## config.mk

```make
export PLATFORM = sky130hd
export DESIGN_NAME = pe_cfg_sequencer_flat
export DESIGN_NICKNAME = d
export VERILOG_FILES = /design/src/rtl/pe_cfg_pkg.sv /design/src/rtl/pe_cfg_sequencer_if.sv /design/src/rtl/pe_cfg_run_timer.sv /design/src/rtl/pe_cfg_sequencer.sv /design/src/flat_wrapper.sv
export SDC_FILE = /design/constraint.sdc
export NUM_CORES = 1
export LEC_CHECK = 0
export CAP_MARGIN = 15
export CORE_MARGIN = 2
export CORE_UTILIZATION = 36
export CTS_CLUSTER_SIZE = 8
export DETAILED_ROUTE_END_ITERATION = 8
export PLACE_DENSITY = 0.67
export SETUP_SLACK_MARGIN = 0.02
export SLEW_MARGIN = 20
export SYNTH_ARGS = -nofsm -noshare
export SYNTH_HDL_FRONTEND = slang
export SYNTH_HIERARCHICAL = 1
export SYNTH_SLANG_ARGS = --single-unit
```

## constraint.sdc

```tcl
create_clock -name clk -period 4.04 [get_ports clk]
set_clock_uncertainty 0.1 [all_clocks]
set_input_delay 0.404 -clock clk [delete_from_list [all_inputs] [get_ports clk]]
set_output_delay 0.404 -clock clk [all_outputs]
set_load 0.1 [all_outputs]
```

## src/rtl/pe_cfg_pkg.sv

```systemverilog
// Shared types and constants for the PE configuration sequencer.
// Optional broadcast load is enabled by defining PE_CFG_BCAST_EN.
package pe_cfg_pkg;

    localparam int INST_W_DEF    = 48;
    localparam int CTX_DEPTH_DEF = 32;
    localparam int RUN_W         = 16;

    typedef enum logic [2:0] {
        S_IDLE,
        S_CLR,
        S_FETCH,
        S_WAIT,
        S_WRITE,
        S_RUN,
        S_DONE
    } state_t;

    // Word address of one context; the caller truncates to ADDR_W for the wrap.
    function automatic logic [31:0] calc_addr(input logic [31:0] base,
                                              input logic [31:0] pe,
                                              input logic [31:0] ctx,
                                              input logic [31:0] depth);
        return base + pe * depth + ctx;
    endfunction

endpackage

```

## src/rtl/pe_cfg_sequencer_if.sv

```systemverilog
// Configuration-memory read port: single outstanding request, grant, then read data.
interface pe_cfg_sequencer_if
    import pe_cfg_pkg::*;
#(
    parameter int ADDR_W = 12,
    parameter int INST_W = INST_W_DEF
) ();
    logic              mem_req;
    logic [ADDR_W-1:0] mem_addr;
    logic              mem_gnt;
    logic              mem_rvalid;
    logic [INST_W-1:0] mem_rdata;

    modport master (output mem_req, mem_addr, input mem_gnt, mem_rvalid, mem_rdata);
    modport slave  (input mem_req, mem_addr, output mem_gnt, mem_rvalid, mem_rdata);
endinterface

```

## src/rtl/pe_cfg_run_timer.sv

```systemverilog
// Loadable down-counter timing the RUN phase; zero flags the final run cycle.
module pe_cfg_run_timer
    import pe_cfg_pkg::*;
(
    input  logic             clk,
    input  logic             rst,
    input  logic             load,
    input  logic [RUN_W-1:0] load_val,
    input  logic             dec,
    output logic             zero
);
    logic [RUN_W-1:0] cnt;

    always_ff @(posedge clk or posedge rst) begin
        if (rst)
            cnt <= '0;
        else if (load)
            cnt <= load_val;
        else if (dec && !zero)
            cnt <= cnt - RUN_W'(1);
    end

    assign zero = (cnt == '0);
endmodule

```

## src/rtl/pe_cfg_sequencer.sv

```systemverilog
// Loads per-PE contexts from config memory over the shared bus, then runs the array.
// Define PE_CFG_BCAST_EN to add the bcast input (one context image written to all PEs).
//   state | meaning
//   IDLE  | waiting for start; illegal num_ctx pulses err
//   CLR   | pe_rst pulse so PE write pointers restart at 0
//   FETCH | mem_req held until mem_gnt
//   WAIT  | waiting for mem_rvalid
//   WRITE | pe_inst/pe_init strobe for one cycle, advance indices
//   RUN   | pe_run held for run_cycles cycles
//   DONE  | done pulse
module pe_cfg_sequencer
    import pe_cfg_pkg::*;
#(
    parameter int NUM_PE    = 16,
    parameter int INST_W    = INST_W_DEF,
    parameter int CTX_DEPTH = CTX_DEPTH_DEF,
    parameter int ADDR_W    = 12
) (
    input  logic               clk,
    input  logic               rst,
    input  logic               start,
    input  logic               abort,
`ifdef PE_CFG_BCAST_EN
    input  logic               bcast,
`endif
    input  logic [5:0]         num_ctx,
    input  logic [RUN_W-1:0]   run_cycles,
    input  logic [ADDR_W-1:0]  cfg_base,
    pe_cfg_sequencer_if.master mem,
    output logic [INST_W-1:0]  pe_inst,
    output logic [NUM_PE-1:0]  pe_init,
    output logic               pe_run,
    output logic               pe_rst,
    output logic               busy,
    output logic               done,
    output logic               err
);
    localparam int PE_W = (NUM_PE > 1) ? $clog2(NUM_PE) : 1;

    state_t            state, state_nxt;
    logic [PE_W-1:0]   pe_idx, pe_nxt;
    logic [5:0]        ctx_idx, ctx_nxt, num_ctx_q;
    logic [RUN_W-1:0]  run_cycles_q;
    logic [ADDR_W-1:0] cfg_base_q, mem_addr_q, addr_nxt;
    logic [NUM_PE-1:0] init_mask;
    logic              mem_req_q, latch, err_nxt, load_timer, dec_timer, timer_zero;
    logic              bcast_q, start_bad, last_ctx, last_pe;

    assign start_bad = (num_ctx == 6'd0) || (32'(num_ctx) > 32'(CTX_DEPTH));
    assign last_ctx  = (ctx_idx == num_ctx_q - 6'd1);
    assign last_pe   = bcast_q || (pe_idx == PE_W'(NUM_PE - 1));
    assign addr_nxt  = ADDR_W'(calc_addr(32'(cfg_base_q), bcast_q ? 32'd0 : 32'(pe_nxt),
                                         32'(ctx_nxt), 32'(CTX_DEPTH)));

`ifdef PE_CFG_BCAST_EN
    always_ff @(posedge clk or posedge rst) begin
        if (rst)        bcast_q <= 1'b0;
        else if (latch) bcast_q <= bcast;
    end
`else
    assign bcast_q = 1'b0;
`endif

    always_comb begin
        init_mask = '0;
        if (bcast_q) init_mask = '1;
        else         init_mask[pe_idx] = 1'b1;
    end

    pe_cfg_run_timer u_run_timer (
        .clk      (clk),
        .rst      (rst),
        .load     (load_timer),
        .load_val (run_cycles_q - RUN_W'(1)),
        .dec      (dec_timer),
        .zero     (timer_zero)
    );

    always_comb begin
        state_nxt  = state;
        pe_nxt     = pe_idx;
        ctx_nxt    = ctx_idx;
        latch      = 1'b0;
        err_nxt    = 1'b0;
        load_timer = 1'b0;
        dec_timer  = 1'b0;
        unique case (state)
            S_IDLE: if (start) begin
                if (start_bad) err_nxt = 1'b1;
                else begin
                    latch     = 1'b1;
                    pe_nxt    = '0;
                    ctx_nxt   = '0;
                    state_nxt = S_CLR;
                end
            end
            S_CLR:   state_nxt = S_FETCH;
            S_FETCH: if (mem.mem_gnt)    state_nxt = S_WAIT;
            S_WAIT:  if (mem.mem_rvalid) state_nxt = S_WRITE;
            S_WRITE: begin
                state_nxt = S_FETCH;
                if (!last_ctx)
                    ctx_nxt = ctx_idx + 6'd1;
                else begin
                    ctx_nxt = '0;
                    if (!last_pe)
                        pe_nxt = pe_idx + PE_W'(1);
                    else begin
                        load_timer = 1'b1;
                        state_nxt  = (run_cycles_q == '0) ? S_DONE : S_RUN;
                    end
                end
            end
            S_RUN: if (timer_zero) state_nxt = S_DONE; else dec_timer = 1'b1;
            S_DONE:  state_nxt = S_IDLE;
            default: state_nxt = S_IDLE;
        endcase
        if (abort && state != S_IDLE) begin
            state_nxt  = S_IDLE;
            load_timer = 1'b0;
            dec_timer  = 1'b0;
        end
    end

    always_ff @(posedge clk or posedge rst) begin
        if (rst) state <= S_IDLE;
        else     state <= state_nxt;
    end

    // Outputs are registered from the next state so each one lines up with its state.
    always_ff @(posedge clk or posedge rst) begin
        if (rst) begin
            pe_idx       <= '0;
            ctx_idx      <= '0;
            num_ctx_q    <= '0;
            run_cycles_q <= '0;
            cfg_base_q   <= '0;
            mem_addr_q   <= '0;
            mem_req_q    <= 1'b0;
            pe_inst      <= '0;
            pe_init      <= '0;
            pe_run       <= 1'b0;
            pe_rst       <= 1'b0;
            busy         <= 1'b0;
            done         <= 1'b0;
            err          <= 1'b0;
        end else begin
            if (latch) begin
                num_ctx_q    <= num_ctx;
                run_cycles_q <= run_cycles;
                cfg_base_q   <= cfg_base;
            end
            pe_idx    <= pe_nxt;
            ctx_idx   <= ctx_nxt;
            if (state_nxt == S_FETCH) mem_addr_q <= addr_nxt;
            if (state == S_WAIT && state_nxt == S_WRITE) pe_inst <= mem.mem_rdata;
            mem_req_q <= (state_nxt == S_FETCH);
            pe_init   <= (state_nxt == S_WRITE) ? init_mask : '0;
            pe_run    <= (state_nxt == S_RUN);
            pe_rst    <= (state_nxt == S_CLR);
            busy      <= (state_nxt != S_IDLE);
            done      <= (state_nxt == S_DONE);
            err       <= err_nxt;
        end
    end

    assign mem.mem_req  = mem_req_q;
    assign mem.mem_addr = mem_addr_q;
endmodule

```

## src/flat_wrapper.sv

```systemverilog
// flat-port wrapper written by rule: the top's interface ports become plain ports
module pe_cfg_sequencer_flat import pe_cfg_pkg::*;
#(
    parameter int NUM_PE    = 16,
    parameter int INST_W    = INST_W_DEF,
    parameter int CTX_DEPTH = CTX_DEPTH_DEF,
    parameter int ADDR_W    = 12
)
  (clk, rst, start, abort, num_ctx, run_cycles, cfg_base, pe_inst, pe_init, pe_run, pe_rst, busy, done, err, mem_mem_req, mem_mem_addr, mem_mem_gnt, mem_mem_rvalid, mem_mem_rdata);
  pe_cfg_sequencer_if #(.ADDR_W(ADDR_W), .INST_W(INST_W)) mem_i ();
  input  logic clk;
  input  logic rst;
  input  logic start;
  input  logic abort;
  input  logic [5:0] num_ctx;
  input  logic [RUN_W-1:0] run_cycles;
  input  logic [ADDR_W-1:0] cfg_base;
  output logic [INST_W-1:0] pe_inst;
  output logic [NUM_PE-1:0] pe_init;
  output logic pe_run;
  output logic pe_rst;
  output logic busy;
  output logic done;
  output logic err;
  output wire logic [$bits(mem_i.mem_req)-1:0] mem_mem_req;
  output wire logic [$bits(mem_i.mem_addr)-1:0] mem_mem_addr;
  input wire logic [$bits(mem_i.mem_gnt)-1:0] mem_mem_gnt;
  input wire logic [$bits(mem_i.mem_rvalid)-1:0] mem_mem_rvalid;
  input wire logic [$bits(mem_i.mem_rdata)-1:0] mem_mem_rdata;
  assign mem_mem_req = mem_i.mem_req;
  assign mem_mem_addr = mem_i.mem_addr;
  assign mem_i.mem_gnt = mem_mem_gnt;
  assign mem_i.mem_rvalid = mem_mem_rvalid;
  assign mem_i.mem_rdata = mem_mem_rdata;
  pe_cfg_sequencer #(.NUM_PE(NUM_PE), .INST_W(INST_W), .CTX_DEPTH(CTX_DEPTH), .ADDR_W(ADDR_W)) u_core (.clk(clk), .rst(rst), .start(start), .abort(abort), .num_ctx(num_ctx), .run_cycles(run_cycles), .cfg_base(cfg_base), .mem(mem_i), .pe_inst(pe_inst), .pe_init(pe_init), .pe_run(pe_run), .pe_rst(pe_rst), .busy(busy), .done(done), .err(err));
endmodule
```

* Word-level counts from Yosys, hierarchy flattened *
Cells that the tools add are included.

operators by class
  add/subtract/negate cells = 7
  $lt $le $gt $ge = 3
  eq/ne operators = 12
  multiplexer cells = 37
  reductions and logical operators = 13

operators with widths
  operator                 count
  $mux W16                 3
  $logic_not A16 Y1        2
  $sub A16 B1 Y16 const B  2
  $mux W3                  8
  $mux W6                  3
  $pmux W3 S6              1
  $mux W4                  4
  $eq A3 B3 Y1 const B     5
  $mux W1                  14
  $add A12 B6 Y12          1
  $add A12 B9 Y12          1
  $pmux W6 S2              1
  $eq A3 B2 Y1 const B     3
  $pmux W4 S2              1
  $add A6 B1 Y6 const B    1
  $eq A3 B1 Y1 const B     2
  $eq A6 B6 Y1             1
  $gt A6 B6 Y1 const B     1
  $logic_not A6 Y1         1
  $reduce_bool A3 Y1       2
  $sub A6 B1 Y6 const B    1
  $lt A4 B5 Y1 const B     1
  $add A4 B1 Y4 const B    1
  $demux W1 S4             1
  other kinds (8)          11

storage, ports and cells
  register bits after elaboration = 145
  bits of input ports = 88
  output and inout port bits = 82
  word-level logic and storage cells = 88

* Logic depth before layout (Yosys ltp) *
  depth after elaboration = 8
  depth in mapped cells = 17
  mapped depth without buffers = 17

* Modules after synthesis *
The synthesis kept the hierarchy.

by module, submodules not included
  module            times used  cells each  area each (um^2)  seq. area each (um^2)
  pe_cfg_sequencer  1           537         6112.1            3228.1
  pe_cfg_run_timer  1           115         993.5             400.4

* Worst setup path before layout *
Ideal clock, no wire load.

  path type = flip-flop to flip-flop
  from = register u_core.num_ctx_q[0]
  to = register u_core.mem_addr_q[10], in the netlist u_core/mem.mem_addr[10]
  arrival time = 4051 ps
  data required time = 3815 ps
  path slack = -237 ps
  cell stages (with the launch flop) = 17
  path buffers = 0
  period minus slack after synthesis = 4277 ps
  cell sequence = dfrtp_1 inv_1 ha_1 o21ba_2 a221oi_1 a41oi_1 nor4_2 nand2_1 mux2_2 fa_1 inv_1 ha_1 or3_1 nor3_1 a221oi_1 xor2_1 mux2_2

on the way
  word-level cells in the longest chain between the ends = 6
  elaborated cells between the ends (all ways) = 12
  classes of those cells = 3 x add/sub; 2 x eq/ne; 7 x mux

RTL lines
  what                                             RTL line                                   source
  start: declaration                               pe_cfg_sequencer.sv:42                     logic [5:0] ctx_idx, ctx_nxt, num_ctx_q;
  start signal: assignment                         pe_cfg_sequencer.sv:149                    num_ctx_q <= num_ctx;
  $sub A6 B1 Y6 (*)                                pe_cfg_sequencer.sv:50                     assign last_ctx = (ctx_idx == num_ctx_q - 6'd1);
  $eq A6 B6 Y1 (*)                                 pe_cfg_sequencer.sv:50
  $mux W4 or $mux W3 (tied branches)               pe_cfg_sequencer.sv:102                    if (!last_ctx)
  $pmux W4 S2 or $pmux W3 S6 (tied branches)       pe_cfg_sequencer.sv:87                     unique case (state)
  $add A12 B9 Y12 or $mux W3 (tied branches)       pe_cfg_pkg.sv:24, pe_cfg_sequencer.sv:118
  $add A12 B6 Y12 or $eq A3 B2 Y1 (tied branches)  pe_cfg_pkg.sv:24, pe_cfg_sequencer.sv:155
  end signal: assignment                           pe_cfg_sequencer.sv:155                    if (state_nxt == S_FETCH) mem_addr_q <= addr_nxt;
  end: declaration                                 pe_cfg_sequencer.sv:44                     logic [ADDR_W-1:0] cfg_base_q, mem_addr_q, addr_nxt;

Every way passes the cells marked *; elsewhere a longest branch is shown, timed or not.
A chain may end at the register's enable or synchronous reset.

* Final worst setup path *
  from = register u_core.num_ctx_q[1]
  to = register u_core.mem_addr_q[10], in the netlist u_core/mem.mem_addr[10]

Same word-level chain as after synthesis.

==> impl.org <==
** Run status
- The run finished with clean final reports.

** Power
- For this design the total switching power over the nets is 4.36 mW.
- VDD IR-drop max :: 0.000639 V
- Net switching is 49.7% of the power.
- For this design the static power due to leakage is 4.67 nW.
- Combinational logic burns 55.6% of the power.
- Design internal power :: 4.42 mW
- Portion of total power attributed to the clock network :: 17.8%
- Registers are responsible for 26.6% of the overall power.
- Pwr dens :: 856 mW/mm^2

** Timing
- Worst setup slack after layout :: 60.1 ps
- Setup violations remaining at the end of the flow were counted as 0.
- Upper clock frequency limit :: 251 MHz
- Setup repair after global routing could not meet its margin everywhere.
- At the pin with the least slew margin, the transition time is 1070 ps.
- Headroom to the max-slew limit :: 28.4%
- Subtracting the final worst setup slack from the clock period gives 3980 ps.
- Final count of pins violating max slew :: 0
- Part of the cycle the worst path needs :: 98.5%
- The count of endpoints failing hold in the final timing report came to 0.
- For the final routed database, the setup TNS stands at 0 ps.

** Worst setup path
- Required time at the endpoint of the critical path :: 4250 ps
- STA classifies the critical path endpoint as a flip-flop.
- Longest individual stage delay on the worst path :: 540 ps
- Worst-path cell chain :: inv_2 > ha_4 > xnor2_2 > or3_4 > nor4_4 > nand2_2 > mux2_4 > fa_1 > inv_2 > ha_4 > or3_4 > nor3_4 > a221oi_2 > xor2_1 > mux2_4
- Maximum fanout along the worst path :: 2
- STA puts the critical path data arrival time at 4190 ps.
- Worst setup SP type :: flip-flop
- On the critical path, the stage with the largest delay is an instance of fa_1.
- Class of the most critical setup path :: reg -> reg

** Clocking
- For this design, the CTS-stage hold fixing added 0 buffers.
- The clock drives 145 sinks.
- The H-tree generated during clock tree synthesis spans 4 levels.
- The clock passes through at most 2 buffers.
- TritonCTS buffer count :: 17
- The clock reaches the later pin of the worst-skew pair after 420 ps.
- After clock tree synthesis, the clock-pin slew on the worst setup and hold paths is 70 ps.
- TritonCTS built the clock tree.
- In this run the clock root is driven by a clkbuf_16.

** Finish
- The net count of the finished layout is 983.
- 0 antenna diodes ended up in the layout.
- Share of final-layout standard cells stronger than drive strength 1 :: 23.0%
- Compared with the post-synthesis result, the final layout area differs by 44.4%.

** Yosys
- Post-synth top area cell :: dfrtp_1
- Number of synthesized flops with an enable pin :: 0
- The cell count after synthesis came out at 652.
- Most common flop cell mapped by yosys :: dfrtp_1
- Synth async-reset ratio :: 100%
- Netlist Area Pre-Place :: 0.00711 mm^2
- Top post-synthesis cells by area :: dfrtp_1 (51%), mux2_2 (9.8%), nand2_1 (6.1%)
- Synthesized area divided by synthesized cell count :: 10.9 um^2
- Synthesized Nets :: 767
- The share of the Yosys chip area taken by registers is 51.1%.
- Synth cell types :: 62
- In this run the biggest area consumer among cell types represents 51.1% of the synthesized area.
- After synthesis the netlist holds a flip-flop and latch count of 145.
- For this run, the number of Yosys warnings is 6.

** Floorplanning
- Io pins :: 170
- Std-Cell Rows :: 51
- In this run the vertical extent of the chip is 144 um.
- Initial core utilization :: 36.6%
- The die covers 0.0209 mm^2.
- From left edge to right edge, the die measures 144 um.
- The core region is 0.0194 mm^2.

** Job
- Max_cap viols :: 0

** Detailed routing
- Summing over every cut layer, the via total after detailed routing is 5,603.
- Summed over all nets, wire length on met2 after detailed routing comes to 9130 um.
- Routed metal-1 wire length :: 7940 um
- Amount of wire on met3 after detailed routing :: 703 um
- After the first detailed-routing iteration, the DRC count stood at 315.
- DRC violations left :: 0
- For this block, the routed nets add up to 18,100 um of wire.
- Vias per cell :: 4.89
- Number of iterations in the first detailed-routing pass :: 4
- Signal routing reaches up to met4.
- Number of nets with antenna violations after detailed routing :: 0
- Routed len/inst :: 15.8 um

** Placement
- RD Place Congestion :: 0.832
- Detailed placement ended at an HPWL of 12,800 um.
- Worst slack after detailed placement :: -416 ps
- Input and output buffers added on the ports amount to 169.

** GRT
- The number of antenna violations at the first check in global routing came to 0.
- Remaining global-route overflow :: 0
- Entering global routing, the biggest net connects 68 pins.
- The first global-routing pass estimated 28,800 um of wire.
- Via count of the first global-routing pass :: 5,678
- Global routing consumed, over all layers together, 17.7% of the routing resources.

** Worst hold path
- Hold Crit Class :: in -> async
-- state kept, by name, indices dropped and copies added, names as in the netlist, 3 cells and up --
register                count
u_core/cfg_base_q          12
u_core/ctx_idx              6
u_core/state                3
u_core/pe_idx               4
u_core/pe_init             16
u_core/num_ctx_q            6
u_core/pe_inst             48
u_core/mem.mem_addr        12
u_core/u_run_timer/cnt     16
u_core/run_cycles_q        16
-- synthesized netlist by cell type (9+ instances only) --
master / number
nor3_1: 19
a21oi_1: 12
inv_1: 23
clkbuf_1: 15
nand2_1: 115
xor2_1: 17
ha_1: 25
nor2_1: 28
a31oi_1: 10
or3_1: 10
o21ai_0: 19
mux2_2: 62
dfrtp_1: 145
xnor2_1: 14
and3_1: 9
-- cells in the final DEF, fill, tap and decap left out, types with 5 or more instances in the layout --
cell type / Yosys / layout
and3_1: 9 / 9
nor4_1: 6 / 6
buf_4: 2 / 48
clkdlybuf4s50_1: 0 / 169
xor2_1: 17 / 17
inv_6: 0 / 8
a31oi_1: 10 / 8
o21ai_0: 19 / 16
a21oi_1: 12 / 12
inv_1: 23 / 19
and4b_1: 5 / 5
mux2_2: 62 / 57
mux2_4: 0 / 5
xnor2_1: 14 / 12
or4_1: 8 / 8
dfrtp_1: 145 / 145
nor2_1: 28 / 25
o31ai_1: 5 / 5
a21o_1: 7 / 7
nor3_1: 19 / 16
or2_2: 8 / 8
clkbuf_16: 0 / 17
or3_1: 10 / 8
nand3_1: 8 / 8
ha_1: 25 / 21
nand2_1: 115 / 114
-- stage by stage --
step / utilization [%] / total power, mW / cells / hold slack (ps) / instance area (um^2)
4_1_cts: 51.8 / 8.69 / 1141 / 385 / 10000
5_1_grt: 52.9 / 9.23 / 1146 / 404 / 10300
2_1_floorplan: - / 5.81 / 652 / 218 / 7150
6_report: 52.9 / 8.78 / 1146 / 387 / 10300
3_3_place_gp: 48.4 / 6.99 / 1106 / 374 / 9400
3_5_place_dp: 48.4 / 7.04 / 1106 / 377 / 9400
-- final timing paths --
check | start | endpoint | slack [ps] | cells past startpoint
min | rst | u_core/run_cycles_q[6] | 390 | 2
min in group clk | u_core/cfg_base_q[0] | u_core/cfg_base_q[0] | 390 | 2
max | u_core/num_ctx_q[1] | u_core/mem.mem_addr[10] | 60 | 15
min reg2reg | u_core/cfg_base_q[0] | u_core/cfg_base_q[0] | 390 | 2
max reg2reg | u_core/num_ctx_q[1] | u_core/mem.mem_addr[10] | 60 | 15
max in group asynchronous | rst | u_core/mem.mem_addr[3] | 2710 | 3
-- cells by family (layout without fill, tap and decap cells) --
family,count (synthesis),after routing,synth area share (%)
AOI/OAI and AO/OA,84,84,8.38
xor gates and xnor gates,31,31,3.82
adders and majority gates,27,27,4.97
buffers and inverters,48,277,3.17
DFF,145,145,51.1
muxes,65,65,10.2
and+or+nand+nor,252,252,18.3
-- cell type report --
| type | instances | area [um^2] |
|---|---|---|
| clock buffers | 19 | 443 |
| clock inverters | 13 | 139 |
| fillers | 1734 | 9140 |
| inverters | 24 | 95.1 |
| multi-input cells | 459 | 3510 |
| flip-flops and latches | 145 | 3630 |
| well taps | 265 | 332 |
| repair buffers | 221 | 2110 |
-- power by group through the flow --
stage          Clock (mW)  Combinational [mW]  Sequential [mW]
6_report             1.56                4.88             2.34
2_1_floorplan           0                1.35             4.46
3_3_place_gp            0                4.65             2.34
3_5_place_dp            0                4.69             2.35
5_1_grt              1.67                5.15             2.42
4_1_cts              1.60                4.75             2.33
-- layer usage --
metal | track usage (%) | vias to the layer above
met4 | 6.03 | 0
met5 | 0 | -
met2 | 29.5 | 103
li1 | - | 2743
met3 | 3.94 | 20
met1 | 22.7 | 2737
-- what timing repair did --
item                                    4_1_cts  5_1_grt
endpoints found under the setup margin        3        7
pin swaps                                     8       16
setup buffers                                 3        5
endpoints found under the hold margin         0        0
gates resized for setup                      12       35
-- critical path, delay by kind of cell (launching register included) --
| family | cells | cell delay (ps) |
|---|---|---|
| mux | 2 | 590 |
| fa+ha+maj | 3 | 900 |
| xor+xnor | 2 | 310 |
| compound gates | 1 | 90 |
| buf+inv | 2 | 130 |
| flops | 1 | 390 |
| simple gates | 5 | 1350 |
Note: power is estimated with default switching activity, not from simulation.
